[config.mk]
export PLATFORM = sky130hd
export DESIGN_NAME = logic_unit_pipe
export DESIGN_NICKNAME = d
export VERILOG_FILES = /design/src/rtl/logic_unit_pipe.sv
export SDC_FILE = /design/constraint.sdc
export NUM_CORES = 1
export LEC_CHECK = 0
export CAP_MARGIN = 20
export CORE_UTILIZATION = 45
export CTS_CLUSTER_DIAMETER = 200
export DETAILED_ROUTE_END_ITERATION = 10
export GPL_TIMING_DRIVEN = 0
export PLACE_DENSITY = 0.69
export SYNTH_ARGS = -nofsm -noshare
export SYNTH_HDL_FRONTEND = slang
export SYNTH_SLANG_ARGS = --single-unit
export TNS_END_PERCENT = 100
[constraint.sdc]
create_clock -name clk -period 4.6 [get_ports clk]
set_input_delay 0.69 -clock clk [delete_from_list [all_inputs] [get_ports clk]]
set_output_delay 0.69 -clock clk [all_outputs]
set_load 0.005 [all_outputs]
[src/rtl/logic_unit_pipe.sv]
// -----------------------------------------------------------------------------
// logic_unit_pipe
//   A two-stage pipelined bitwise logic unit. A 3-bit key selects one of eight
//   bitwise functions, which is applied to operand A (x) and operand B. Operand B
//   is y, or the running accumulator when acc_mode is set. Both stages use
//   valid/ready handshakes. A counter records completed output handshakes.
//
//   Parameters
//     WIDTH  operand/result width in bits (>=1)
//     CNT_W  width of the completed-transaction counter (>=1)
//
//   Ports
//     clk, rst_n           clock, asynchronous active-low reset
//     in_valid / in_ready  input beat handshake
//     x, y, key            operands and function select (y unused in acc_mode)
//     acc_mode, acc_clr    accumulator as operand B / treat accumulator as 0
//     out_valid/out_ready  result handshake
//     r                    registered result
//     txn_cnt              completed output handshakes, wraps modulo 2^CNT_W
//     r_par                XOR-reduction of r (only with LOGIC_UNIT_PARITY_EN)
//
//   Optional feature macro: LOGIC_UNIT_PARITY_EN adds the r_par output.
// -----------------------------------------------------------------------------
module logic_unit_pipe #(
  parameter int WIDTH = 8,
  parameter int CNT_W = 8
) (
  input  logic             clk,
  input  logic             rst_n,
  input  logic             in_valid,
  output logic             in_ready,
  input  logic [WIDTH-1:0] x,
  input  logic [WIDTH-1:0] y,
  input  logic [2:0]       key,
  input  logic             acc_mode,
  input  logic             acc_clr,
  output logic             out_valid,
  input  logic             out_ready,
  output logic [WIDTH-1:0] r,
  output logic [CNT_W-1:0] txn_cnt
`ifdef LOGIC_UNIT_PARITY_EN
  ,
  output logic             r_par
`endif
);

  typedef enum logic [2:0] {
    FN_OR   = 3'd0,
    FN_NOR  = 3'd1,
    FN_AND  = 3'd2,
    FN_NAND = 3'd3,
    FN_XOR  = 3'd4,
    FN_XNOR = 3'd5,
    FN_PASS = 3'd6,
    FN_NOT  = 3'd7
  } fn_e;

  // Stage 1: captured beat
  logic             s1_valid_q,    s1_valid_d;
  logic [WIDTH-1:0] s1_x_q,        s1_x_d;
  logic [WIDTH-1:0] s1_y_q,        s1_y_d;
  fn_e              s1_key_q,      s1_key_d;
  logic             s1_acc_mode_q, s1_acc_mode_d;
  logic             s1_acc_clr_q,  s1_acc_clr_d;

  // Stage 2: result, accumulator, counter
  logic             out_valid_q,   out_valid_d;
  logic [WIDTH-1:0] r_q,           r_d;
  logic [WIDTH-1:0] acc_q,         acc_d;
  logic [CNT_W-1:0] txn_cnt_q,     txn_cnt_d;
`ifdef LOGIC_UNIT_PARITY_EN
  logic             r_par_q,       r_par_d;
`endif

  logic             s2_load;
  logic             accept;
  logic             out_hs;
  logic [WIDTH-1:0] op_b;
  logic [WIDTH-1:0] fn_res;

  // Stage 2 takes the stage-1 beat when the output register is empty or is
  // being drained this cycle; stage 1 can refill in the same cycle it empties.
  assign s2_load  = s1_valid_q && (!out_valid_q || out_ready);
  assign in_ready = !s1_valid_q || s2_load;
  assign accept   = in_valid && in_ready;
  assign out_hs   = out_valid_q && out_ready;

  // Function evaluation on the stage-1 fields. The accumulator is only read
  // here, at s2_load, so it always reflects the preceding beat in the stream.
  always_comb begin
    op_b   = s1_acc_mode_q ? (s1_acc_clr_q ? '0 : acc_q) : s1_y_q;
    fn_res = s1_x_q;
    case (s1_key_q)
      FN_OR:   fn_res = s1_x_q | op_b;
      FN_NOR:  fn_res = ~(s1_x_q | op_b);
      FN_AND:  fn_res = s1_x_q & op_b;
      FN_NAND: fn_res = ~(s1_x_q & op_b);
      FN_XOR:  fn_res = s1_x_q ^ op_b;
      FN_XNOR: fn_res = ~(s1_x_q ^ op_b);
      FN_PASS: fn_res = s1_x_q;
      FN_NOT:  fn_res = ~s1_x_q;
    endcase
  end

  // NOTE: every signal driven in this block gets a hold value first, so no
  // path leaves it unassigned and no latch is inferred.
  always_comb begin
    s1_valid_d    = s1_valid_q;
    s1_x_d        = s1_x_q;
    s1_y_d        = s1_y_q;
    s1_key_d      = s1_key_q;
    s1_acc_mode_d = s1_acc_mode_q;
    s1_acc_clr_d  = s1_acc_clr_q;
    if (accept) begin
      s1_valid_d    = 1'b1;
      s1_x_d        = x;
      s1_y_d        = y;
      s1_key_d      = fn_e'(key);
      s1_acc_mode_d = acc_mode;
      s1_acc_clr_d  = acc_clr;
    end else if (s2_load) begin
      s1_valid_d = 1'b0;
    end
  end

  always_comb begin
    out_valid_d = out_valid_q;
    r_d         = r_q;
    acc_d       = acc_q;
    txn_cnt_d   = txn_cnt_q;
`ifdef LOGIC_UNIT_PARITY_EN
    r_par_d     = r_par_q;
`endif
    if (out_hs) begin
      txn_cnt_d   = txn_cnt_q + CNT_W'(1);
      out_valid_d = 1'b0;
    end
    // A load in the same cycle as a handshake refills the output register.
    if (s2_load) begin
      out_valid_d = 1'b1;
      r_d         = fn_res;
`ifdef LOGIC_UNIT_PARITY_EN
      r_par_d     = ^fn_res;
`endif
      if (s1_acc_mode_q) begin
        acc_d = fn_res;
      end
    end
  end

  // NOTE: sequential state uses non-blocking assignments so every flop samples
  // the pre-edge values, independent of statement order.
  // NOTE: the data registers are reset along with the valid bits; this keeps r
  // and the accumulator at 0 after reset and keeps X out of the datapath.
  always_ff @(posedge clk or negedge rst_n) begin
    if (!rst_n) begin
      s1_valid_q    <= 1'b0;
      s1_x_q        <= '0;
      s1_y_q        <= '0;
      s1_key_q      <= FN_OR;
      s1_acc_mode_q <= 1'b0;
      s1_acc_clr_q  <= 1'b0;
      out_valid_q   <= 1'b0;
      r_q           <= '0;
      acc_q         <= '0;
      txn_cnt_q     <= '0;
`ifdef LOGIC_UNIT_PARITY_EN
      r_par_q       <= 1'b0;
`endif
    end else begin
      s1_valid_q    <= s1_valid_d;
      s1_x_q        <= s1_x_d;
      s1_y_q        <= s1_y_d;
      s1_key_q      <= s1_key_d;
      s1_acc_mode_q <= s1_acc_mode_d;
      s1_acc_clr_q  <= s1_acc_clr_d;
      out_valid_q   <= out_valid_d;
      r_q           <= r_d;
      acc_q         <= acc_d;
      txn_cnt_q     <= txn_cnt_d;
`ifdef LOGIC_UNIT_PARITY_EN
      r_par_q       <= r_par_d;
`endif
    end
  end

  assign out_valid = out_valid_q;
  assign r         = r_q;
  assign txn_cnt   = txn_cnt_q;
`ifdef LOGIC_UNIT_PARITY_EN
  assign r_par     = r_par_q;
`endif

endmodule

== After elaboration in Yosys (flattened, before gate mapping) ==
Cells that the tools add are included.
Storage, ports and cells
  bits of input ports: 25
  logic and storage cells: 43
  output and inout bits: 18
  bits in registers: 47
Cells by class
  equal/unequal tests: 7
  reduce and logical (&&, ||, !) cells: 11
  add/subtract/negate cells: 1
  mux-type cells: 7
  bitwise logic cells: 7
Operators with widths (number)
  one-hot mux 8 bit (8 select lines): 1
  inverter 8 bit: 4
  2-to-1 mux 8 bit: 2
  == test 3 bit (second input constant): 4
  adder 8 x 1 -> 8 bit (second input constant): 1
  AND 8 bit: 1
  bitwise OR 8 bit: 1
  bitwise XOR 8 bit: 1
  == test 3 x 2 -> 1 bit (second input constant): 2
  2-to-1 mux 1 bit: 4
  nonzero test 2 bit: 2
  == test 3 x 1 -> 1 bit (second input constant): 1
  logical AND 1 bit: 3
  logical NOT 3 bit: 1
  logical NOT 1 bit: 2
  logical OR 1 bit: 2
  AND reduction 2 bit: 1

== Logic depth before layout (Yosys ltp) ==
  word-level depth: 6
  mapped depth: 10
  mapped depth without buffers: 9

== Least setup slack after synthesis ==
OpenSTA, ideal clock, no wires.
  path kind: register -> register
  from: register s1_acc_clr_q
  to: register r_q[1] (netlist: r[1])
  library setup time: 0.125 ns
  period minus slack after synthesis: 2.172 ns
  required time: 4.475 ns
  setup slack: 2.428 ns
  arrival time: 2.047 ns
  cell stages (with the launch flop): 10
  cells stage by stage: dfrtp_1 nor2b_1 clkbuf_1 nand2_1 o21ai_0 inv_1 ha_1 mux4_1 xnor2_1 mux2_2
On the way
  word-level cells in the longest chain between the ends: 5
  elaborated cells on any way between the ends: 9
  those cells by class: mux: 3; bitwise: 6
RTL lines
  start, declared: line 64  | logic s1_acc_clr_q, s1_acc_clr_d;
  start signal, assigned: line 176  | s1_acc_clr_q <= s1_acc_clr_d;
  2-to-1 mux 8 bit (*) (2 in series): line 91  | op_b = s1_acc_mode_q ? (s1_acc_clr_q ? '0 : acc_q) : s1_y_q;
  bitwise XOR 8 bit, or another cell as far along: line 98, 99
  inverter 8 bit, on equally long branches: line 99, 95, 97
  one-hot mux 8 bit (8 select lines) (*): line 93  | case (s1_key_q)
  end signal, assigned: line 178  | r_q <= r_d;
  end, declared: line 68  | logic [WIDTH-1:0] r_q, r_d;
Mark *: on every way between the ends. The rest lies on a longest branch, timed or not.
A chain may end at the register's enable or synchronous reset.

== Worst setup path in the final report ==
  from: input out_ready
  to: output in_ready
On the way
  word-level cells in the longest chain between the ends: 3
RTL lines
  start, declared: line 38  | input logic out_ready,
  logical OR 1 bit: line 83  | assign s2_load = s1_valid_q && (!out_valid_q || out_ready);
  logical AND 1 bit: line 83
  logical OR 1 bit: line 84  | assign in_ready = !s1_valid_q || s2_load;
  end, declared: line 31  | output logic in_ready,
No other way between the ends.

==> key figures <==
Clocking
  – Clock sinks: 47
  – Clock transition at the registers of the reported paths: 0.09 ns
  – Cts hold-fix bufs: 0
  – CTS tree: built
  – Clk Latency, worst-skew pair: 0.30 ns
  – CTS root buf: clkbuf_8
  – CTS max path bufs: 2
  – H-Tree Depth: 2
  – Resized cells post-CTS: 0
  – Post-CTS Repair Setup Buffers: 0
  – CTS Buf Count: 5

Synth
  – Syn Inst Count: between 200 and 300
  – Post-synth top cells: 47 x dfrtp_1, 29 x nand2_1, 26 x inv_1, 26 x mux2_2, 17 x ha_1
  – Synthesized flop and latch total: 47
  – Yosys warnings: 0
  – Post-synthesis sequential area ratio: ~43%
  – Xor-xnor portion of the synthesized cell area: under 10%
  – Leading area contributor after synthesis: dfrtp_1
  – Mux contribution to synthesized area: around 15%
  – Compound-cell area share of the yosys netlist: 10.2%
  – Top post-synthesis cells by area: dfrtp_1 43%, mux2_2 11%, ha_1 7.8%
  – Adder-cell area share of the yosys netlist: 7.82%
  – Syn Area/Cell: about 10 µm²
  – Yosys cell types: 41
  – Most common cell in the netlist: dfrtp_1
  – Mapped cell area: 2720 µm²
  – Largest family of logic cells by synthesized area: multiplexers
  – Synth Area in Simple Gates: 14.4%
  – Post-synth EDFFs: 0
  – Synth top area share: 43.2%
  – Post-Syn Nets: approximately 310
  – Post-synth ARST share: 100%
  – Post-synth top flop: dfrtp_1

Place
  – Buffers on Ports: 42
  – DP Area: 3250 µm²
  – GP Congestion: 0.841
  – DP Wirelength: 4.13 mm

Floorplan
  – Die Area: 6360 µm²
  – Die H: ~80 µm
  – Starting Density: between 40% and 50%
  – # rows: 27
  – DIE WIDTH: 79.8 µm
  – Ports: 43
  – Placeable Area: ~5700 µm²

Critical path
  – CP startpoint: out_ready
  – Worst path top cell family by delay: buffers and inverters
  – Startpoint types: primary input
  – Crit path buffers/inverters: 2
  – Cell chain of the critical path: clkdlybuf4s50_1, nand3b_1, clkdlybuf4s50_1
  – Reg2reg end: r[4]$_DFFE_PN0P_
  – CP dominant cell by count: clkdlybuf4s50_1
  – CP max stage cell: clkdlybuf4s50_1
  – Worst R2R Start: s1_acc_clr_q$_DFFE_PN0P_
  – WP data arrival: 1.90 ns
  – Slowest stage delay, CP: 0.52 ns
  – Setup CP Type: primary input to output pin
  – R2R Setup Slk: 2.14 ns
  – Critical Path RT: 3.91 ns
  – Register-to-Register Path Depth: 10
  – Critical path destination: in_ready
  – Crit. End Element: output pin
  – Crit path max fanout: 4
  – Worst path depth: 3

Power
  – Worst vdd ir: approximately 0.19 mV
  – Switching share of total power: 33.2%
  – Comb power frac: between 30% and 40%
  – Tot Pwr: 1460 µW
  – Power share of the clock group: 18.4%
  – Internal power: 972 µW
  – Leakage: 0.00147 µW
  – Pwr Density: 435 nW/µm²
  – Sequential Power Share: 42.3%
  – Psw: 484 µW

GRT
  – Grt total ovfl: 0
  – Pin count of the biggest net entering global routing: 28
  – Initial antenna violation count: 0
  – Global Route Usage Sum: 18.8%
  – Vias in the first global route: 1907
  – Global-route wire length before repair: slightly above 9 mm

Layout
  – Reg area: 1180 µm²
  – Share of layout cells above drive strength 1: 17.2%
  – Post-route design area: between 3000 and 4000 µm²
  – Nets: around 360
  – P&R area growth vs syn: 22.9%
  – Antenna diode count: 0
  – Fill cells: 496
  – Multi-input gate area: 1360 µm²

Route
  – WL/cell: 13.9 µm
  – DRT Wirelength: 5.37 mm
  – Vias per inst: ~5.2
  – DRC: 0
  – Vias: 2010
  – DR iter-0 viols: 116
  – Antenna Violating Nets Remaining: 0
  – DRT Pass-1 Iters: 4

STA
  – Setup violators final: 0
  – FMAX: just under 0.4 GHz
  – RSZ-0062 raised after global routing: false
  – Hold WS: 0.344 ns
  – Layout Skew: 0.0106 ns
  – Slew @ Worst Pin: approximately 0.53 ns
  – Final Max Slew Viols: 0
  – Period minus WS final: 2.59 ns
  – Max_slew headroom: 64.8%
  – Tcrit/Tclk final: ~56%
  – Hold Vio Cnt, Final: 0
  – TNS Setup: 0 ns

Job
  – Max-cap violations: 0

Run status
  – Outcome: finished, final reports clean

Min path
  – Hold WC Path Type: primary input to async pin
[flip-flops by register name, indices dropped and copies added, names as in the netlist, 3 cells and up]
name and flops:
acc_q 8, r 8, s1_key_q 3, s1_x_q 8, s1_y_q 8, txn_cnt 8
[power groups by stage]
stage	Clock, µW	Sequential (µW)	Combinational [µW]
floorplan	0	611	353
global placement	0	620	554
detailed placement	0	625	573
CTS	275	617	576
global route	297	633	638
finish	268	616	572
[kinds of logic (layout without fill, tap and decap cells)]
group                      after synthesis  count (layout)
AOI/OAI and AO/OA                       39              39
xor gates and xnor gates                 9               9
adders and majority gates               17              17
buffers and inverters                   41              92
DFF                                     47              47
muxes                                   34              34
and+or+nand+nor                         76              76
[placed cells by master, fill, tap and decap left out, types with 2 or more instances in the layout]
master,netlist,final
a211oi_1,7,7
a21oi_1,8,8
a221oi_1,2,2
a41oi_1,4,4
a41oi_2,2,2
and3_1,2,2
buf_2,3,4
buf_4,3,3
buf_6,2,2
clkbuf_1,4,4
clkbuf_8,0,6
clkdlybuf4s50_1,0,41
dfrtp_1,47,47
ha_1,17,17
inv_1,26,26
inv_2,2,2
mux2_2,26,26
mux2i_1,6,6
nand2_1,29,29
nand2b_1,4,4
nand3_1,3,3
nand4_1,2,2
nor2_1,15,15
nor2b_1,3,3
nor3_1,5,5
nor3b_1,3,3
nor3b_2,3,3
o21ai_0,10,10
o2bb2ai_1,3,3
or4_1,2,2
xnor2_1,7,7
xor2_1,2,2
[final cells by class]
cell class                      instances  area share, %
Tap cell                               72           2.69
Clock inverter                          2          0.486
Multi-Input combinational cell        175           40.7
Buffer                                 12           2.24
Sequential cell                        47           35.2
Inverter                               29           3.25
Clock buffer                            6           2.47
Timing Repair Buffer                   43           13.0
[per-stage QoR]
stage / std cells / util [%] / setup slack (ns)
3_5_place_dp: 378 / 57.2 / 2.02
3_3_place_gp: 377 / 56.9 / 1.45
6_report: 386 / 59.0 / 2.01
4_1_cts: 386 / 59.0 / 2.01
5_1_grt: 386 / 59.0 / 1.95
2_1_floorplan: 263 / - / 2.43
[metal layers]
metal | vias up | track usage [%] | share of wire, %
met5 | - | 0 | 0
met4 | 0 | 7.32 | 1.1
met2 | 50 | 29.2 | 45
met1 | 949 | 26.6 | 49
li1 | 1006 | - | -
met3 | 5 | 2.63 | 4.6
[how the worst min path moves through the flow]
stage	from	to	slack (ns)	cells past startpoint
floorplan	rst_n	acc_q[0]$_DFFE_PN0P_	0.39	0
global placement	txn_cnt[7]$_DFFE_PN0P_	txn_cnt[7]$_DFFE_PN0P_	0.46	1
detailed placement	txn_cnt[7]$_DFFE_PN0P_	txn_cnt[7]$_DFFE_PN0P_	0.47	1
CTS	rst_n	r[6]$_DFFE_PN0P_	0.36	1
global route	rst_n	r[6]$_DFFE_PN0P_	0.37	1
finish	rst_n	acc_q[6]$_DFFE_PN0P_	0.34	1
Note: power is estimated with default switching activity, not from simulation.
